## src/rtl/sqdiff_macc_nch.sv

```systemverilog
// Multi-channel pipelined square/multiply-accumulate engine with per-window framing
// and saturating PW-bit accumulation; one result per window on the last sample.
module sqdiff_macc_nch #(
  parameter int W  = 16,
  parameter int PW = 48,
  parameter int CH = 4,
  localparam int CW = (CH > 1) ? $clog2(CH) : 1
) (
  input  logic                 clk,
  input  logic                 rst,
  input  logic                 in_valid,
  input  logic [CW-1:0]        in_ch,
  input  logic                 in_first,
  input  logic                 in_last,
  input  logic [1:0]           mode,
  input  logic signed [W-1:0]  ain,
  input  logic signed [W-1:0]  bin,
  output logic                 out_valid,
  output logic [CW-1:0]        out_ch,
  output logic signed [PW-1:0] out_data,
  output logic                 out_ovf
);

  typedef struct packed {
    logic [CW-1:0] ch;
    logic          first;
    logic          last;
    logic [1:0]    mode;
  } tag_t;

  logic [4:1] vld_pipe;
  logic       in_ok;

  tag_t                  tag1, tag2, tag3, tag4;
  logic signed [W-1:0]   a1, b1;
  logic signed [W:0]     ax, bx, pa2, pb2;
  logic signed [2*W+1:0] prod3;
  logic signed [PW-1:0]  sum4;
  logic                  ovf4;

  logic signed [PW-1:0]  acc [CH];
  logic [CH-1:0]         ovf;

  logic signed [PW:0]    base, prod_x, sum;
  logic signed [PW-1:0]  sat;
  logic                  clamp, ovf_nxt;

  // Out-of-range channels never enter the pipeline, so they cannot touch state.
  assign in_ok = in_valid && ({1'b0, in_ch} < (CW+1)'(CH));

  always_ff @(posedge clk) begin
    if (rst) vld_pipe <= '0;
    else     vld_pipe <= {vld_pipe[3:1], in_ok};
  end

  // Datapath registers carry no reset; the valid pipe gates every use.
  always_ff @(posedge clk) begin
    tag1  <= '{ch: in_ch, first: in_first, last: in_last, mode: mode};
    a1    <= ain;
    b1    <= bin;
    tag2  <= tag1;
    pa2   <= ax;
    pb2   <= bx;
    tag3  <= tag2;
    prod3 <= pa2 * pb2;
    tag4  <= tag3;
    sum4  <= sat;
    ovf4  <= ovf_nxt;
  end

  always_comb begin
    ax = {a1[W-1], a1};
    bx = {b1[W-1], b1};
    unique case (tag1.mode)
      2'd0:    bx = {a1[W-1], a1} - {b1[W-1], b1};
      2'd1:    bx = {a1[W-1], a1} + {b1[W-1], b1};
      2'd2:    bx = {b1[W-1], b1};
      default: bx = {a1[W-1], a1};
    endcase
    if (tag1.mode < 2'd2) ax = bx;
  end

  // Sum at PW+1 bits: a sign disagreement in the top two bits is the clamp condition.
  always_comb begin
    base    = tag3.first ? '0 : {acc[tag3.ch][PW-1], acc[tag3.ch]};
    prod_x  = {{(PW-2*W-1){prod3[2*W+1]}}, prod3};
    sum     = base + prod_x;
    clamp   = sum[PW] ^ sum[PW-1];
    sat     = sum[PW-1:0];
    if (clamp) sat = sum[PW] ? {1'b1, {(PW-1){1'b0}}} : {1'b0, {(PW-1){1'b1}}};
    ovf_nxt = ((!tag3.first) && ovf[tag3.ch]) || clamp;
  end

  always_ff @(posedge clk) begin
    if (rst) begin
      for (int i = 0; i < CH; i++) acc[i] <= '0;
      ovf <= '0;
    end else if (vld_pipe[3]) begin
      acc[tag3.ch] <= sat;
      ovf[tag3.ch] <= ovf_nxt;
    end
  end

  always_ff @(posedge clk) begin
    if (rst) begin
      out_valid <= 1'b0;
      out_ch    <= '0;
      out_data  <= '0;
      out_ovf   <= 1'b0;
    end else begin
      out_valid <= vld_pipe[4] && tag4.last;
      if (vld_pipe[4] && tag4.last) begin
        out_ch   <= tag4.ch;
        out_data <= sum4;
        out_ovf  <= ovf4;
      end
    end
  end

endmodule

```

## config.mk

```make
export PLATFORM = sky130hd
export DESIGN_NAME = sqdiff_macc_nch
export DESIGN_NICKNAME = d
export VERILOG_FILES = /design/src/rtl/sqdiff_macc_nch.sv
export SDC_FILE = /design/constraint.sdc
export NUM_CORES = 2
export LEC_CHECK = 0
export CAP_MARGIN = 5
export CORE_MARGIN = 2
export CORE_UTILIZATION = 40
export DETAILED_ROUTE_END_ITERATION = 10
export GPL_ROUTABILITY_DRIVEN = 0
export HOLD_SLACK_MARGIN = 0.12
export PLACE_DENSITY = 0.61
export SLEW_MARGIN = 20
export SYNTH_ARGS = -nofsm -noshare
export SYNTH_HDL_FRONTEND = slang
export SYNTH_SLANG_ARGS = --single-unit
```

## constraint.sdc

```tcl
create_clock -name clk -period 11.5 [get_ports clk]
set_input_delay 1.15 -clock clk [delete_from_list [all_inputs] [get_ports clk]]
set_output_delay 1.15 -clock clk [all_outputs]
set_load 0.01 [all_outputs]
```

### Yosys cells after proc, flatten, opt, wreduce, memory -nomap -nowiden

Memory sizes are Yosys's and may differ from the RTL's. A register that Yosys moved wholly into a read port is not among the register bits.
Cells that the tools add are included.

| word-level totals | value |
|---|---|
| memories | 1 |
| logic and storage cells | 61 |
| input port bits | 41 |
| RAM bits | 192 |
| register bits after elaboration | 226 |
| output and inout bits | 52 |

| operators by class | value |
|---|---|
| $add $sub $neg | 3 |
| reduce and logical (&&, ||, !) cells | 7 |
| multiply operators | 1 |
| eq/ne operators | 2 |
| magnitude comparators | 3 |
| muxes and demuxes | 18 |
| bitwise logic cells | 1 |

Memory list:

| name | words | bits a word | read ports | clocked after Yosys merged registers in | write ports | line | text |
|---|---|---|---|---|---|---|---|
| acc | 4 | 48 | 1 | 1 | 4 | 41 | `logic signed [PW-1:0] acc [CH];` |

Operators with widths:

| operator | count |
|---|---|
| 48-bit 2-to-1 mux | 3 |
| 17-bit case mux with 3 select lines | 1 |
| 49-bit by 34-bit adder with 49-bit output | 1 |
| 49-bit 2-to-1 mux | 1 |
| 48-bit OR reduction | 1 |
| 17-bit by 17-bit multiplier with 34-bit output | 1 |
| 16-bit by 16-bit adder with 17-bit output | 1 |
| 17-bit 2-to-1 mux | 1 |
| 16-bit by 16-bit subtractor with 17-bit output | 1 |
| 1-bit 2-to-1 mux | 8 |
| 4-bit bitwise mux | 1 |
| 1-bit logical AND | 3 |
| 2-bit by 3-bit less-than comparator with 1-bit output, second input constant | 1 |
| 1-bit binary-select mux with 2-bit select | 1 |
| 1-bit demux with 2-bit select | 1 |
| 2-bit by 1-bit == test with 1-bit output, second input constant | 1 |
| 2-bit == test, second input constant | 1 |
| 2-bit by 1-bit >= comparator with 1-bit output, second input constant | 1 |
| 2-bit zero test | 1 |
| 2-bit less-than comparator, second input constant | 1 |
| 2-bit 2-to-1 mux | 1 |
| 1-bit zero test | 1 |
| 1-bit logical OR | 1 |
| 1-bit XOR | 1 |

### Longest topological paths before layout

| logic depth | value |
|---|---|
| depth in word-level cells | 5 |
| mapped depth | 25 |
| mapped depth without buffers | 24 |

### Worst setup path after synthesis

No wires, ideal clock.

| path | value |
|---|---|
| path type | register -> register |
| from | reg pb2[8] |
| to | reg prod3[33] |
| path buffers | 2 |
| clock period less this slack | 6,104 ps |
| setup time | 72 ps |
| cell stages (with the launch flop) | 26 |
| path slack | 5,396 ps |
| required time | 11,428 ps |
| arrival time | 6,032 ps |
| cell sequence | dfxtp_1 -> clkbuf_1 -> clkbuf_1 -> nand2_1 -> fa_1 -> inv_1 -> fa_1 -> inv_1 -> fa_1 -> inv_1 -> fa_1 -> fa_1 -> inv_1 -> fa_1 -> inv_1 -> ha_1 -> o21ai_0 -> o21ai_0 -> a221oi_1 -> o41ai_1 -> a221o_1 -> a22oi_1 -> a21oi_1 -> a21o_1 -> a21oi_1 -> xnor2_1 |

| between the ends | value |
|---|---|
| longest elaborated chain between the ends | 1 |

RTL lines:

| item | line | text |
|---|---|---|
| start: declaration | 36 | `logic signed [W:0] ax, bx, pa2, pb2;` |
| start signal: assignment | 63 | `pb2 <= bx;` |
| 17-bit by 17-bit multiplier with 34-bit output | 65 | `prod3 <= pa2 * pb2;` |
| end signal: assignment | 65 |  |
| end: declaration | 37 | `logic signed [2*W+1:0] prod3;` |

No other way between the ends.
A chain may end at the register's enable or synchronous reset.

### Worst setup path after layout

| path | value |
|---|---|
| from | reg pa2[12] |
| to | reg prod3[33] |

| between the ends | value |
|---|---|
| longest elaborated chain between the ends | 1 |

RTL lines:

| item | line | text |
|---|---|---|
| start: declaration | 36 |  |
| start signal: assignment | 62 | `pa2 <= ax;` |
| 17-bit by 17-bit multiplier with 34-bit output | 65 |  |

No other way between the ends.

==> out/metrics.csv <==
metric,value,unit
RSZ-0062 raised after global routing,false,
Die W,277,µm
Yosys Warn Count,0,
"Cell Chain, Critical Path","nand2_1, fa_1, fa_1, fa_1, inv_1, fa_1, fa_1, inv_1, fa_1, inv_1, ha_1, and3_1, nand2_1, o41ai_1, a221o_1, a22oi_1, a21oi_1, a21o_1, a21oi_1, xnor2_1",
Mapped Cells,2877,
cts-stage hold buffer count,0,
GRT Overall Usage,0.192,
wire per inst,18.5,µm
vias,20600,
area grow syn2layout,10.6,%
Setup crit end kind,flop,
most frequent cells after synthesis,"inv_1 (333), nand2_1 (310), fa_1 (298)",
final hold vios,0,
Mapped Nets,3366,
router iterations before antenna repair,6,
post-synth top area cell,fa_1,
Post-synth EDFFs,192,
initial drt markers,1301,
share of post-route cells with drive strength above 1,0.0724,
Worst Max-Slew Pin Slew,1100,ps
hpwl dp,51300,µm
top cell type's share of synthesized area,0.200,
antenna violations before repair,0,
htree depth,2,
CTS Buf Count,46,
Seq cells post-synth,418,
WP data required,11970,ps
largest net degree at the start of global routing,62,
cell area after synthesis,29800,µm²
max_cap viols,0,
R2R setup slack,4720,ps
Critical Path Start Type,flop,
worst-case clock buffer depth,3,
Crit Path Category,flop to flop,
status,"complete, no violations",
clock-pin slew on the worst setup and hold paths,60,ps
fmax,147,MHz
reg2reg path depth,20,
# fillers,6966,
Synth async-reset ratio,0,
largest family of logic cells by synthesized area,adder cells,
Tmin final,6780,ps
die area,76700,µm²
Final ANT Viol Nets,0,
fraction of the cycle the final worst path needs,0.590,
CP arrival,7250,ps
Worst Setup SP,pa2[12]$_DFF_P_,
antenna cells,0,
register area,10300,µm²
initial core utilization,0.402,
clk sink count,418,
nets@finish,3378,
post-synthesis xor/xnor area fraction,0.0321,
Critical Path Fanout Max,17,
CTS tree,yes,
Synth Area in Compound Gates,0.120,
Via density,5.28,
top area cells in the synthesized netlist,"fa_1 (20%), edfxtp_1 (19%), dfxtp_1 (15%)",
# rows,100,
"Distinct cells, synth",87,
final WL,72200,µm
Crit path top cell by count,fa_1,
grt total ovfl,0,
ys flop type,dfxtp_1,
post-synthesis area per instance,10.4,µm²
"Seq/Total Area, Yosys",0.345,
post-cts resize count,0,
vias in the first global route,21600,
post-CTS setup buffers,0,
Clock Skews,42.3,ps
Synth Area in Adders,0.265,
Clock Tree Root,clkbuf_16,
post-place setup slack,4700,ps
critical path's largest stage delay,850,ps
die height,277,µm
Post-Synth Simple-Gate Area,0.127,
footprint of the multi-input gates,17600,µm²
DRC Markers,0,
latest clock arrival within the worst-skew pair,610,ps
most frequent cell after synthesis,inv_1,
hold slack,326,ps
RR Startpoint,pa2[12]$_DFF_P_,
Core Region,74100,µm²
worst min path class,flop to flop,
max-slew violations,0,
Critical Path End,prod3[33]$_DFF_P_,
multiplexer area fraction after synthesis,0.0443,
first-pass GRT wire length,118000,µm
"Slowest-stage cell, CP",o41ai_1,
port buffer count,92,
worst setup margin,4720,ps
Setup-failing EPs final,0,
reg2reg end,prod3[33]$_DFF_P_,
setup TNS,0,ps
I/O pin cnt,93,
Slew Limit Headroom,0.265,
## kinds of logic after synthesis
group,count (synthesis)
simple gates,778
compound gates,577
buf+inv,473
fa+ha+maj,454
flops,418
xor+xnor,107
mux,70
## layout by cell type (no fill, tap or decap), types with 8 or more instances in the layout
cell type | netlist | final
inv_1 | 333 | 333
nand2_1 | 310 | 306
fa_1 | 298 | 298
dfxtp_1 | 226 | 223
edfxtp_1 | 192 | 192
ha_1 | 150 | 150
and2_1 | 150 | 149
nor2_1 | 147 | 147
a21oi_1 | 147 | 147
o21ai_1 | 116 | 116
o21ai_0 | 102 | 102
clkdlybuf4s50_1 | 0 | 91
a21o_1 | 70 | 68
nor2b_1 | 67 | 67
xnor2_1 | 62 | 62
mux4_2 | 48 | 48
clkbuf_16 | 0 | 48
xor2_1 | 44 | 44
o21a_1 | 25 | 25
nand2b_1 | 20 | 20
nor3_1 | 18 | 18
mux2_2 | 15 | 15
nand4_1 | 14 | 14
a211oi_1 | 14 | 14
o21bai_1 | 15 | 14
and3_1 | 12 | 12
buf_4 | 3 | 11
a31oi_1 | 10 | 10
nand3_1 | 10 | 10
o21ai_2 | 10 | 10
clkbuf_8 | 0 | 9
clkinv_2 | 0 | 8
## registers in the layout, summed over array words and instances, names as in the netlist, 3 cells and up
name,cells
acc,192
out_data,48
sum4,48
prod3,34
pa2,17
pb2,17
a1,16
b1,16
tag1,6
ovf,4
tag2,4
tag3,4
vld_pipe,4
tag4,3
## how the worst min path moves through the flow
stage / start / to / slack [ps] / cells after the start
2_1_floorplan: tag1[2]$_DFF_P_ / tag2[2]$_DFF_P_ / 310 / 0
3_3_place_gp: tag2[2]$_DFF_P_ / tag3[2]$_DFF_P_ / 320 / 0
3_5_place_dp: tag2[2]$_DFF_P_ / tag3[2]$_DFF_P_ / 310 / 0
4_1_cts: tag2[2]$_DFF_P_ / tag3[2]$_DFF_P_ / 330 / 0
5_1_grt: tag2[2]$_DFF_P_ / tag3[2]$_DFF_P_ / 340 / 0
6_report: tag2[2]$_DFF_P_ / tag3[2]$_DFF_P_ / 330 / 0
## per-stage QoR
stage / cell area [µm²] / utilization / instances
finish: 32900 / 0.445 / 3896
global placement: 31300 / 0.423 / 3810
CTS: 32900 / 0.445 / 3896
floorplan: 29800 / - / 2877
global route: 32900 / 0.445 / 3896
detailed placement: 31300 / 0.423 / 3810
## final cells by class
class	count	area share
multi-input cells	1986	0.534
clock inverters	21	0.00703
flip-flops and latches	418	0.313
well taps	969	0.0368
clock buffers	65	0.0412
repair buffers	103	0.0303
inverters	334	0.0381
## layer usage
| layer | vias to the layer above | global-route usage | routed length, µm |
|---|---|---|---|
| met5 | - | 0 | 0 |
| met2 | 588 | 0.328 | 34800 |
| li1 | 9578 | - | - |
| met4 | 0 | 0.0499 | 1680 |
| met3 | 110 | 0.0284 | 3870 |
| met1 | 10300 | 0.256 | 31800 |
## critical path: cells and delay by family, from the launching register on
family,cells,cell delay [ps]
and+or+nand+nor,3,430
DFF,1,800
adders and majority gates,7,3390
xor gates and xnor gates,1,130
AOI/OAI and AO/OA,6,1780
buffers and inverters,3,150
Power is left out: the tool's default activity adds up to more than one toggle a clock period on the data nets, which glitch-free logic cannot reach.
